===== config.mk =====
export PLATFORM = sky130hd
export DESIGN_NAME = surprise_manager
export DESIGN_NICKNAME = d
export VERILOG_FILES = /design/src/rtl/surprise_pkg.sv /design/src/rtl/surprise_respawn_timer.sv /design/src/rtl/surprise_manager.sv
export SDC_FILE = /design/constraint.sdc
export NUM_CORES = 1
export LEC_CHECK = 0
export BUFFER_PORTS_ARGS = -buffer_cell sky130_fd_sc_hd__buf_2
export CAP_MARGIN = 20
export CELL_PAD_IN_SITES_DETAIL_PLACEMENT = 0
export CELL_PAD_IN_SITES_GLOBAL_PLACEMENT = 2
export CORE_MARGIN = 10
export CORE_UTILIZATION = 34
export DETAILED_ROUTE_END_ITERATION = 10
export PLACE_DENSITY_LB_ADDON = 0.1
export SKIP_LAST_GASP = 1
export SLEW_MARGIN = 10
export SYNTH_ARGS = -nofsm -noshare
export SYNTH_HDL_FRONTEND = slang
export SYNTH_SLANG_ARGS = --single-unit

===== constraint.sdc =====
create_clock -name clk -period 5.2 [get_ports clk]
set_input_delay 0.78 -clock clk [delete_from_list [all_inputs] [get_ports clk]]
set_output_delay 0.78 -clock clk [all_outputs]
set_load 0.05 [all_outputs]

===== src/rtl/surprise_pkg.sv =====
// Shared definitions for the surprise collision, manager and drawing blocks.
package surprise_pkg;

   localparam int DEFAULT_NUM_SURPRISES = 8;
   localparam int MAX_SURPRISES         = 32;

   typedef logic [MAX_SURPRISES-1:0] surpriseVecT;
   typedef logic [4:0]               surpriseIdxT;

   function automatic int idWidth(input int n);
      int w;
      w = $clog2(n);
      return (w < 1) ? 1 : w;
   endfunction

   function automatic logic isOneHot(input surpriseVecT v);
      return (v != '0) && ((v & (v - surpriseVecT'(1))) == '0);
   endfunction

   // Only meaningful for a one-hot input; multi-hot inputs OR their indices.
   function automatic surpriseIdxT oneHotToIndex(input surpriseVecT v);
      surpriseIdxT idx;
      idx = '0;
      for (int i = 0; i < MAX_SURPRISES; i++) begin
         if (v[i]) idx = idx | surpriseIdxT'(i);
      end
      return idx;
   endfunction

endpackage


===== src/rtl/surprise_respawn_timer.sv =====
// One channel's respawn down-counter: load on collection, expire on the 1 -> 0 step.
module surprise_respawn_timer #(
   parameter int CYCLES = 1000
) (
   input  logic clk,
   input  logic reset,
   input  logic clear,
   input  logic load,
   output logic expire
);

   localparam int W = $clog2(CYCLES + 1);

   logic [W-1:0] count;

   always_ff @(posedge clk) begin
      if (reset || clear) begin
         count <= '0;
      end else if (load) begin
         count <= W'(CYCLES);
      end else if (count != '0) begin
         count <= count - W'(1);
      end
   end

   assign expire = (count == W'(1)) && !clear;

endmodule


===== src/rtl/surprise_manager.sv =====
// Surprise enable tracker: clears a surprise when Bumpy hits it, optional respawn,
// level restart, collection event/counter and bus sanity checking.
module surprise_manager
   import surprise_pkg::*;
#(
   parameter int NUM_SURPRISES  = DEFAULT_NUM_SURPRISES,
   parameter int ARM_DELAY      = 2,
   parameter int RESPAWN_EN     = 0,
   parameter int RESPAWN_CYCLES = 1000,
   parameter int COUNT_W        = 8
) (
   input  logic                                 clk,
   input  logic                                 reset,
   input  logic                                 level_start,
   input  logic                                 SHP_bumpySurprise,
   input  logic [NUM_SURPRISES-1:0]             surprise_bus,
   output logic [NUM_SURPRISES-1:0]             enable_all,
   output logic                                 collected_pulse,
   output logic [idWidth(NUM_SURPRISES)-1:0]    collected_id,
   output logic [COUNT_W-1:0]                   collected_count,
   output logic                                 all_collected,
   output logic                                 bus_error
);

   localparam int N     = NUM_SURPRISES;
   localparam int ID_W  = idWidth(NUM_SURPRISES);
   localparam int ARM_W = (ARM_DELAY > 0) ? $clog2(ARM_DELAY + 1) : 1;

   logic [N-1:0]      enableMask;
   logic [N-1:0]      nextMask;
   logic [N-1:0]      acceptVec;
   logic [N-1:0]      expireVec;
   logic [ARM_W-1:0]  armCnt;
   logic              armed;
   surpriseVecT       busWide;
   logic              busOneHot;
   logic              accept;
   logic [ID_W-1:0]   hitId;

   assign armed = (armCnt == ARM_W'(ARM_DELAY));

   always_comb begin
      busWide          = '0;
      busWide[N-1:0]   = surprise_bus;
      busOneHot        = isOneHot(busWide);
      hitId            = ID_W'(oneHotToIndex(busWide));
      // With a one-hot bus, a nonzero AND means the hit surprise is still enabled.
      accept           = armed && SHP_bumpySurprise && busOneHot
                         && (|(surprise_bus & enableMask)) && !level_start;
      acceptVec        = accept ? surprise_bus : '0;
      if (level_start) nextMask = '1;
      else             nextMask = (enableMask | expireVec) & ~acceptVec;
   end

   always_ff @(posedge clk) begin
      if (reset) begin
         enableMask      <= '1;
         enable_all      <= '1;
         collected_pulse <= 1'b0;
         collected_id    <= '0;
         collected_count <= '0;
         all_collected   <= 1'b0;
         bus_error       <= 1'b0;
         armCnt          <= '0;
      end else begin
         enableMask      <= nextMask;
         enable_all      <= enableMask;
         collected_pulse <= accept;
         all_collected   <= (nextMask == '0);
         bus_error       <= armed && SHP_bumpySurprise && !busOneHot;
         if (!armed) armCnt <= armCnt + ARM_W'(1);
         if (accept) begin
            collected_id <= hitId;
            if (collected_count != '1) collected_count <= collected_count + COUNT_W'(1);
         end
      end
   end

   generate
      if (RESPAWN_EN != 0) begin : gRespawn
         for (genvar i = 0; i < N; i++) begin : gTimer
            surprise_respawn_timer #(
               .CYCLES (RESPAWN_CYCLES)
            ) uTimer (
               .clk    (clk),
               .reset  (reset),
               .clear  (level_start),
               .load   (acceptVec[i]),
               .expire (expireVec[i])
            );
         end
      end else begin : gNoRespawn
         assign expireVec = '0;
      end
   endgenerate

endmodule


Yosys cells after proc, flatten, opt, wreduce, memory -nomap -nowiden
Cells that the tools add are included.
Cells by class
  $add $sub $neg: 3
  equality and inequality tests: 2
  mux-type cells: 9
  bitwise gates (word level): 4
  reductions and logical operators: 13
Operator list (count)
  bitwise AND 8 x 32 -> 32 bit: 1
  logical NOT 32 bit: 1
  bitwise AND 8 bit: 2
  2-to-1 mux 8 bit: 2
  2-to-1 mux 3 bit: 4
  subtractor 8 x 1 -> 9 bit, second input constant: 1
  adder 8 x 1 -> 8 bit, second input constant: 1
  logical NOT 8 bit: 1
  inequality test 8 bit, second input constant: 1
  inverter 8 bit: 1
  nonzero test 8 bit: 1
  OR reduction 8 bit: 1
  logical AND 1 bit: 6
  2-to-1 mux 2 bit: 2
  adder 2 x 1 -> 2 bit, second input constant: 1
  equality test 2 bit, second input constant: 1
  logical NOT 1 bit: 2
  AND reduction 2 bit: 1
  2-to-1 mux 1 bit: 1
Word-level totals
  flip-flop bits (word level): 32
  bits of input ports: 12
  output and inout port bits: 22
  logic and storage cells: 39

Logic depth before layout (Yosys ltp)
Gate-level depths: netlist of the first run.
  depth after elaboration: 12
  mapped depth: 8
  gate-level depth less buffers: 8

Worst setup path before layout of the first run
Ideal clock, no wire load.
  path type: in2reg
  start point: input port surprise_bus[2]
  end point: register collected_count[1]
  setup time: 0.128 ns
  arrival time: 2.217 ns
  data required time: 5.072 ns
  slack: 2.855 ns
  stages: 7
  path buffers: 1
  cells stage by stage: buf_6 maj3_2 o21bai_2 inv_2 nor4_4 mux2i_1 nor2_1
On the way
  cells in the longest elaborated chain, start to end: 8
  elaborated cells on any way between the ends: 11
  those cells by class: add/sub: 1; bitwise: 2; reduce/logical: 8
Ends and longest elaborated chain
  start, declared: RTL line surprise_manager.sv:16  | input logic [NUM_SURPRISES-1:0] surprise_bus,
  subtractor 8 x 1 -> 9 bit: RTL line surprise_pkg.sv:17  | return (v != '0) && ((v & (v - surpriseVecT'(1))) == '0);
  bitwise AND 8 x 32 -> 32 bit: RTL line surprise_pkg.sv:17
  logical NOT 32 bit: RTL line surprise_pkg.sv:17
  logical AND 1 bit: RTL line surprise_pkg.sv:17
  logical AND 1 bit: RTL line surprise_manager.sv:48  | accept = armed && SHP_bumpySurprise && busOneHot
  logical AND 1 bit (*) (2 in a row): RTL line surprise_manager.sv:49  | && (|(surprise_bus & enableMask)) && !level_start;
  AND reduction 2 bit (no line) (*)
  end signal, assigned: RTL line surprise_manager.sv:74  | if (collected_count != '1) collected_count <= collected_count + COUNT_W'(1);
  end, declared: RTL line surprise_manager.sv:20  | output logic [COUNT_W-1:0] collected_count,
Mark *: on every way between the ends. The rest lies on a longest branch, timed or not.
A chain may end at the register's enable or synchronous reset.

Worst setup path after layout of the first run
  start point: input port surprise_bus[1]
  end point: register collected_count[3]
The elaborated chain is that of the path after synthesis.

==> flow_metrics.tcl, run 1 <==
set metrics [dict create \
    predominant_post_synthesis_flop_cell "sky130_fd_sc_hd__dfxtp_1" \
    clock_insertion_delay_worst_skew_ns 0.28 \
    die_area_mm2 0.007297 \
    io_buffers 33 \
    clock.fmax_mhz 426.7 \
    ctsLongestPathBuffers 2 \
    leading_cell_type_in_the_layout_fill_and_taps_excluded "sky130_fd_sc_hd__buf_2" \
    hold_depth 2 \
    worst-endpoint-required_ns 5.35 \
    fin_crit_sh_pct 45.07 \
    outcome "finished clean" \
    normalized_max_slew_margin_pct 66.89 \
    numCtsBuffers 5 \
    number_of_antenna_violations_at_the_first_check_in_global_routing 0 \
    muxShareOfSynthArea_pct 1.376 \
    routabilityCongestion 0.8765 \
    grt_pass1_vias 1189 \
    synthAdderAreaFrac_pct 2.494 \
    yosys.area_share.xor_xnor_pct 2.408 \
    clock-sinks 32 \
    finalSetupViolCount 0 \
    flop_and_latch_count_out_of_synthesis 32 \
    boundaryPins 34 \
    rows 23 \
    worstHoldPathType "register to register" \
    synth.net_count 166 \
    worst_r2r_path_depth 8 \
    final_antenna_net_count 0 \
    p_leak_nw 0.6848 \
    async_reset_ff_share_pct 0 \
    grtUsageTotal_pct 10.01 \
    worstSetupStartpointType "primary input" \
    worst_setup_hold_path_clk_slew_ns 0.07 \
    share_of_the_synthesized_area_in_compound_gates_ao_oa_aoi_oai_pct 16.85 \
    detail_route.wirelength_mm 3.605 \
    drt_first_pass_iters 5 \
    report.final.hold_viol_count 0 \
    report.final.slew_viol_count 0 \
    fin_nets 202 \
    share_of_final_layout_standard_cells_stronger_than_drive_strength_1_pct 31.75 \
    post-route-min-period_ns 2.344 \
    largest_net_degree_at_the_start_of_global_routing 25 \
    post_synth_and_or_nand_nor_area_fraction_pct 28.98 \
    routed_length_per_instance_um 15.08 \
    finish.instance_area_mm2 0.001764 \
    placement.cell_area_mm2 0.001653 \
    core_mm2 0.004058 \
    detail_route.drc_violations 0 \
    synth-warning-count 0 \
    synth_cell_types 47 \
    initial_core_utilization_pct 35.86 \
    grt_setup_unrepaired "false" \
    synth-edff-count 0 \
    iter_0_drt_violations 58 \
    root_buffer_cell "sky130_fd_sc_hd__clkbuf_8" \
    worstMarginPinSlew_ns 0.4948 \
    setup.worst_path.end_class "register" \
    cts_htree_levels 2 \
    instance_count_of_the_mapped_netlist 152 \
    totalNegativeSetupSlack_ns 0 \
    yosysSeqAreaShare_pct 44.02 \
    die_width_um 85.42 \
    antenna_cells_inserted 0 \
    cts_resized 0 \
    post_drt_via_cell_ratio 5.184 \
    gr-total-overflow 0 \
    holdBufCountCts 0 \
    main_combinational_cell_family_by_area_after_synthesis "simple AND/OR/NAND/NOR gates" \
    place.detailed.hpwl_mm 2.786 \
    vdd.ir_drop.worst_uv 173.2 \
    worstPathMaxFanout 9 \
    die_h_um 85.42 \
    tritoncts "done" \
    critPathKind "primary input to register" \
    max-cap-violations 0 \
    post_synth_instance_area_mm2 0.001455 \
    grt_pass1_wl_mm 5.837 \
    post_cts_buffers 0 \
    vias 1239 \
    synth.avg_cell_area_um2 9.573 \
    worst_ep_arrival_time_ns 2.50 \
    most-common-layout-cells "33 x sky130_fd_sc_hd__buf_2, 32 x sky130_fd_sc_hd__dfxtp_1, 14 x sky130_fd_sc_hd__nor2_1" \
    finClkSkew_ns 0.004951 \
    synth_to_layout_area_growth_pct 21.24 \
    cellPowerDensity_mw_per_mm2 318.4 \
]
==> synth_stat cells (3+ instances only) <==
cell type / number / area share, %
sky130_fd_sc_hd__a211oi_1: 3 / 1.5
sky130_fd_sc_hd__a21oi_1: 7 / 2.4
sky130_fd_sc_hd__a22oi_1: 4 / 2.1
sky130_fd_sc_hd__and2_1: 3 / 1.3
sky130_fd_sc_hd__and3_1: 4 / 1.7
sky130_fd_sc_hd__dfxtp_1: 32 / 44
sky130_fd_sc_hd__inv_1: 6 / 1.5
sky130_fd_sc_hd__nand2_1: 10 / 2.6
sky130_fd_sc_hd__nand2b_1: 4 / 1.7
sky130_fd_sc_hd__nand3b_1: 3 / 1.5
sky130_fd_sc_hd__nand4_1: 7 / 3.0
sky130_fd_sc_hd__nor2_1: 14 / 3.6
sky130_fd_sc_hd__o31a_1: 3 / 1.8
sky130_fd_sc_hd__or2_2: 8 / 3.4
sky130_fd_sc_hd__xor2_1: 3 / 1.8
==> kinds of logic after synthesis <==
kind of cell,Yosys count
fa+ha+maj,3
simple gates,67
compound gates,33
buf+inv,11
flops,32
xor+xnor,4
mux,2
==> final timing paths <==
| kind | startpoint | to | slack [ns] |
|---|---|---|---|
| worst max-delay path | surprise_bus[1] | collected_count[3]$_SDFFE_PP0P_ | 2.86 |
| worst min-delay path | enableMask[7]$_SDFF_PP1_ | enableMask[7]$_SDFF_PP1_ | 0.48 |
| worst max register to register | armCnt[0]$_SDFFE_PP0P_ | collected_count[3]$_SDFFE_PP0P_ | 3.10 |
| worst min register to register | enableMask[7]$_SDFF_PP1_ | enableMask[7]$_SDFF_PP1_ | 0.48 |
==> sequential cells by signal (all words and copies together) (netlist names) <==
name             cells
all_collected        1
enableMask           8
bus_error            1
enable_all           8
collected_pulse      1
armCnt               2
collected_id         3
collected_count      8
==> stage by stage <==
| stage | util (%) | setup WS [ns] | hold WS [ns] | cells | power, mW |
|---|---|---|---|---|---|
| 6_report | 43.48 | 2.856 | 0.4845 | 239 | 0.5617 |
| 3_5_place_dp | 40.73 | 2.558 | 0.4781 | 231 | 0.3295 |
| 4_1_cts | 43.48 | 2.855 | 0.4887 | 239 | 0.5706 |
| 5_1_grt | 43.48 | 2.730 | 0.5084 | 239 | 0.5916 |
| 3_3_place_gp | 40.73 | 2.586 | 0.4661 | 231 | 0.3263 |
| 2_1_floorplan | - | 2.855 | 0.4349 | 152 | 0.3110 |
==> area by class of cell <==
cell class	instances	area (um^2)
inverter	7	26.28
timing repair buffer	33	165.2
multi-input combinational	109	758.2
clock buffer	5	68.82
clock inverter	3	42.54
tap	50	62.56
sequential	32	640.6
fill	413	2293
==> power breakdown <==
group	leakage [nW]	switching [mW]	internal (mW)
logic	0.372	0.0419	0.0230
clock network	0.0541	0.0969	0.142
registers	0.259	0.00446	0.254
==> per-layer routing <==
metal | up-vias | track usage, % | wire (um)
li1 | 625 | - | -
met1 | 562 | 12.40 | 1764
met3 | 7 | 4.493 | 298
met5 | - | 0 | 0
met4 | 0 | 4.491 | 58
met2 | 45 | 14.44 | 1484
==> worst max-delay path, stage by stage <==
cell                      delay [ns]
sky130_fd_sc_hd__buf_2          0.15
sky130_fd_sc_hd__nor4_4         0.31
sky130_fd_sc_hd__xor2_1         0.13
sky130_fd_sc_hd__o22a_1         0.35
sky130_fd_sc_hd__nor4_4         0.48
sky130_fd_sc_hd__a31o_2         0.23
sky130_fd_sc_hd__a21oi_1        0.05
No activity file was read; power rests on OpenSTA's default activity.
==> inputs of run 2 (changes only) <==
- CORE_UTILIZATION: 34 -> 32
- clock period: 5.2 -> 2.2 ns (I/O delays scaled with it)
==> run 2 against run 1 <==
Power increased by 140%; via count grew 2.5%; routed wire length is 5.4% higher; sequential power grew 140%; die area grew 4.8%; global-route usage is 0.44 points higher; largest cell class unchanged; largest power group unchanged; highest routed layer unchanged.
==> flow_metrics.tcl, run 2 (same netlist as run 1, synthesis figures left out) <==
set metrics [dict create \
    routabilityCongestion 0.8204 \
    r2r_slack_ns 0.16 \
    crit-reg2reg-capture "collected_count[5]$_SDFFE_PP0P_" \
    finalSetupViolCount 0 \
    gr-total-overflow 0 \
    routed_length_per_instance_um 15.44 \
    worst-endpoint-required_ns 2.41 \
    grtUsageTotal_pct 10.45 \
    critical_path.reg2reg.startpoint "armCnt[0]$_SDFFE_PP0P_" \
    path_buf_inv 2 \
    finish.utilization_pct 41.32 \
    share_of_final_layout_standard_cells_stronger_than_drive_strength_1_pct 33.51 \
    post_drt_via_cell_ratio 5.163 \
    antenna_cells_inserted 0 \
    detail_route.wirelength_mm 3.799 \
    clock.fmax_mhz 490.1 \
    worstSetupStartpointType "register" \
    crit_family "simple AND/OR/NAND/NOR gates" \
    grt_pass1_vias 1262 \
    biggestRegsByFlops "collected_count x8, enableMask x8, enable_all x8" \
    leading_cell_type_in_the_layout_fill_and_taps_excluded "sky130_fd_sc_hd__buf_2" \
    layout_setup_ws_ns 0.1596 \
    place.detailed.hpwl_mm 2.815 \
    critPathKind "register to register" \
    filler_cell_count 456 \
    clock-sinks 32 \
    cts_htree_levels 2 \
    post_cts_buffers 0 \
    finClkSkew_ns 0.01020 \
    worst_ep_arrival_time_ns 2.25 \
    die_width_um 87.44 \
    boundaryPins 34 \
    cp_slowest_stage_delay_ns 0.35 \
    holdBufCountCts 0 \
    worstPathMaxFanout 7 \
    grt_pass1_wl_mm 6.272 \
    grt_setup_unrepaired "false" \
    detailedPlace.worstSlack_ns -0.01742 \
    worstMarginPinSlew_ns 0.4567 \
    totalNegativeSetupSlack_ns 0 \
    vdd.ir_drop.worst_uv 412.7 \
    die_h_um 87.44 \
    cpMaxStageDelayCell "sky130_fd_sc_hd__nor4_4" \
    number_of_antenna_violations_at_the_first_check_in_global_routing 0 \
    outcome "finished clean" \
    tritoncts "done" \
    rows 24 \
    holdCritStartpoint "SHP_bumpySurprise" \
    io_buffers 33 \
    worst_setup_hold_path_clk_slew_ns 0.07 \
    detail_route.drc_violations 0 \
    ctsLongestPathBuffers 2 \
    iter_0_drt_violations 66 \
    core_mm2 0.004384 \
    cellPowerDensity_mw_per_mm2 734.7 \
    normalized_max_slew_margin_pct 69.55 \
    post-route-min-period_ns 2.040 \
    die_area_mm2 0.007645 \
    cts_resized 0 \
    final_antenna_net_count 0 \
    timing.hold.worst_endpoint "bus_error$_SDFF_PP0_" \
    report.final.slew_viol_count 0 \
    placement.cell_area_mm2 0.001693 \
    drt_first_pass_iters 4 \
    clock_insertion_delay_worst_skew_ns 0.29 \
    root_buffer_cell "sky130_fd_sc_hd__clkbuf_8" \
    setup.worst_path.end_class "register" \
    path_cells "inv_1 -> ha_1 -> nand2_1 -> nor2_1 -> nand2_2 -> buf_4 -> nor4_4 -> nand4_1 -> a21oi_1" \
    most-common-layout-cells "33 x sky130_fd_sc_hd__buf_2, 32 x sky130_fd_sc_hd__dfxtp_1, 14 x sky130_fd_sc_hd__nor2_1" \
    max-cap-violations 0 \
    synth_to_layout_area_growth_pct 24.51 \
    worstHoldPathType "primary input to register" \
    report.final.hold_viol_count 0 \
    vias 1270 \
    fin_nets 207 \
    hold_depth 3 \
    numCtsBuffers 5 \
    largest_net_degree_at_the_start_of_global_routing 25 \
    initial_core_utilization_pct 33.19 \
    p_leak_nw 0.7101 \
    finish.instance_area_mm2 0.001812 \
    worst_r2r_path_depth 9 \
    fin_crit_sh_pct 92.74 \
]
run 2: worst max path at each step:
stage	start	to	slack, ns	cells past startpoint
6_report	armCnt[0]$_SDFFE_PP0P_	collected_count[5]$_SDFFE_PP0P_	0.16	9
5_1_grt	armCnt[0]$_SDFFE_PP0P_	collected_count[3]$_SDFFE_PP0P_	0.03	9
4_1_cts	armCnt[0]$_SDFFE_PP0P_	collected_count[4]$_SDFFE_PP0P_	0.005	9
3_5_place_dp	surprise_bus[1]	collected_count[4]$_SDFFE_PP0P_	-0.02	8
3_3_place_gp	surprise_bus[1]	collected_count[3]$_SDFFE_PP0P_	0.02	8
2_1_floorplan	surprise_bus[2]	collected_count[1]$_SDFFE_PP0P_	0.31	7
run 2: final cells by class:
type                            count  area, um^2  area share, %
Multi-Input combinational cell    109       769.5          42.47
Timing Repair Buffer               38       202.7          11.19
Inverter                            7       26.28          1.450
Tap cell                           52       65.06          3.591
Clock inverter                      2       35.03          1.934
Sequential cell                    32       640.6          35.36
Clock buffer                        6       72.57          4.006
run 2: through the flow:
stage	total power, mW	instances	hold WS (ns)
CTS	1.344	246	0.3545
detailed placement	0.7863	238	0.4878
finish	1.331	246	0.3632
global route	1.398	246	0.3769
floorplan	0.7351	152	0.4338
global placement	0.7805	238	0.4728
run 2: per-layer routing:
metal  vias to the layer above  global-route usage, %  wire (um)
met5                         -                      0          0
met4                         0                  3.478         22
met3                         2                  6.086        364
met2                        39                  14.62       1563
met1                       591                  12.96       1848
li1                        638                      -          -
run 2: power breakdown:
| group | internal (mW) | leakage [nW] | total [mW] | switching, mW |
|---|---|---|---|---|
| clock network | 0.336 | 0.0552 | 0.554 | 0.218 |
| registers | 0.600 | 0.259 | 0.611 | 0.0111 |
| logic | 0.0616 | 0.396 | 0.166 | 0.105 |
run 2: worst reg2reg max path, delay by kind of cell, from the launching register on:
| family | cells | cell delay, ns |
|---|---|---|
| AOI/OAI and AO/OA | 1 | 0.16 |
| adders and majority gates | 1 | 0.22 |
| buffers and inverters | 2 | 0.25 |
| DFF | 1 | 0.32 |
| and+or+nand+nor | 5 | 1.04 |
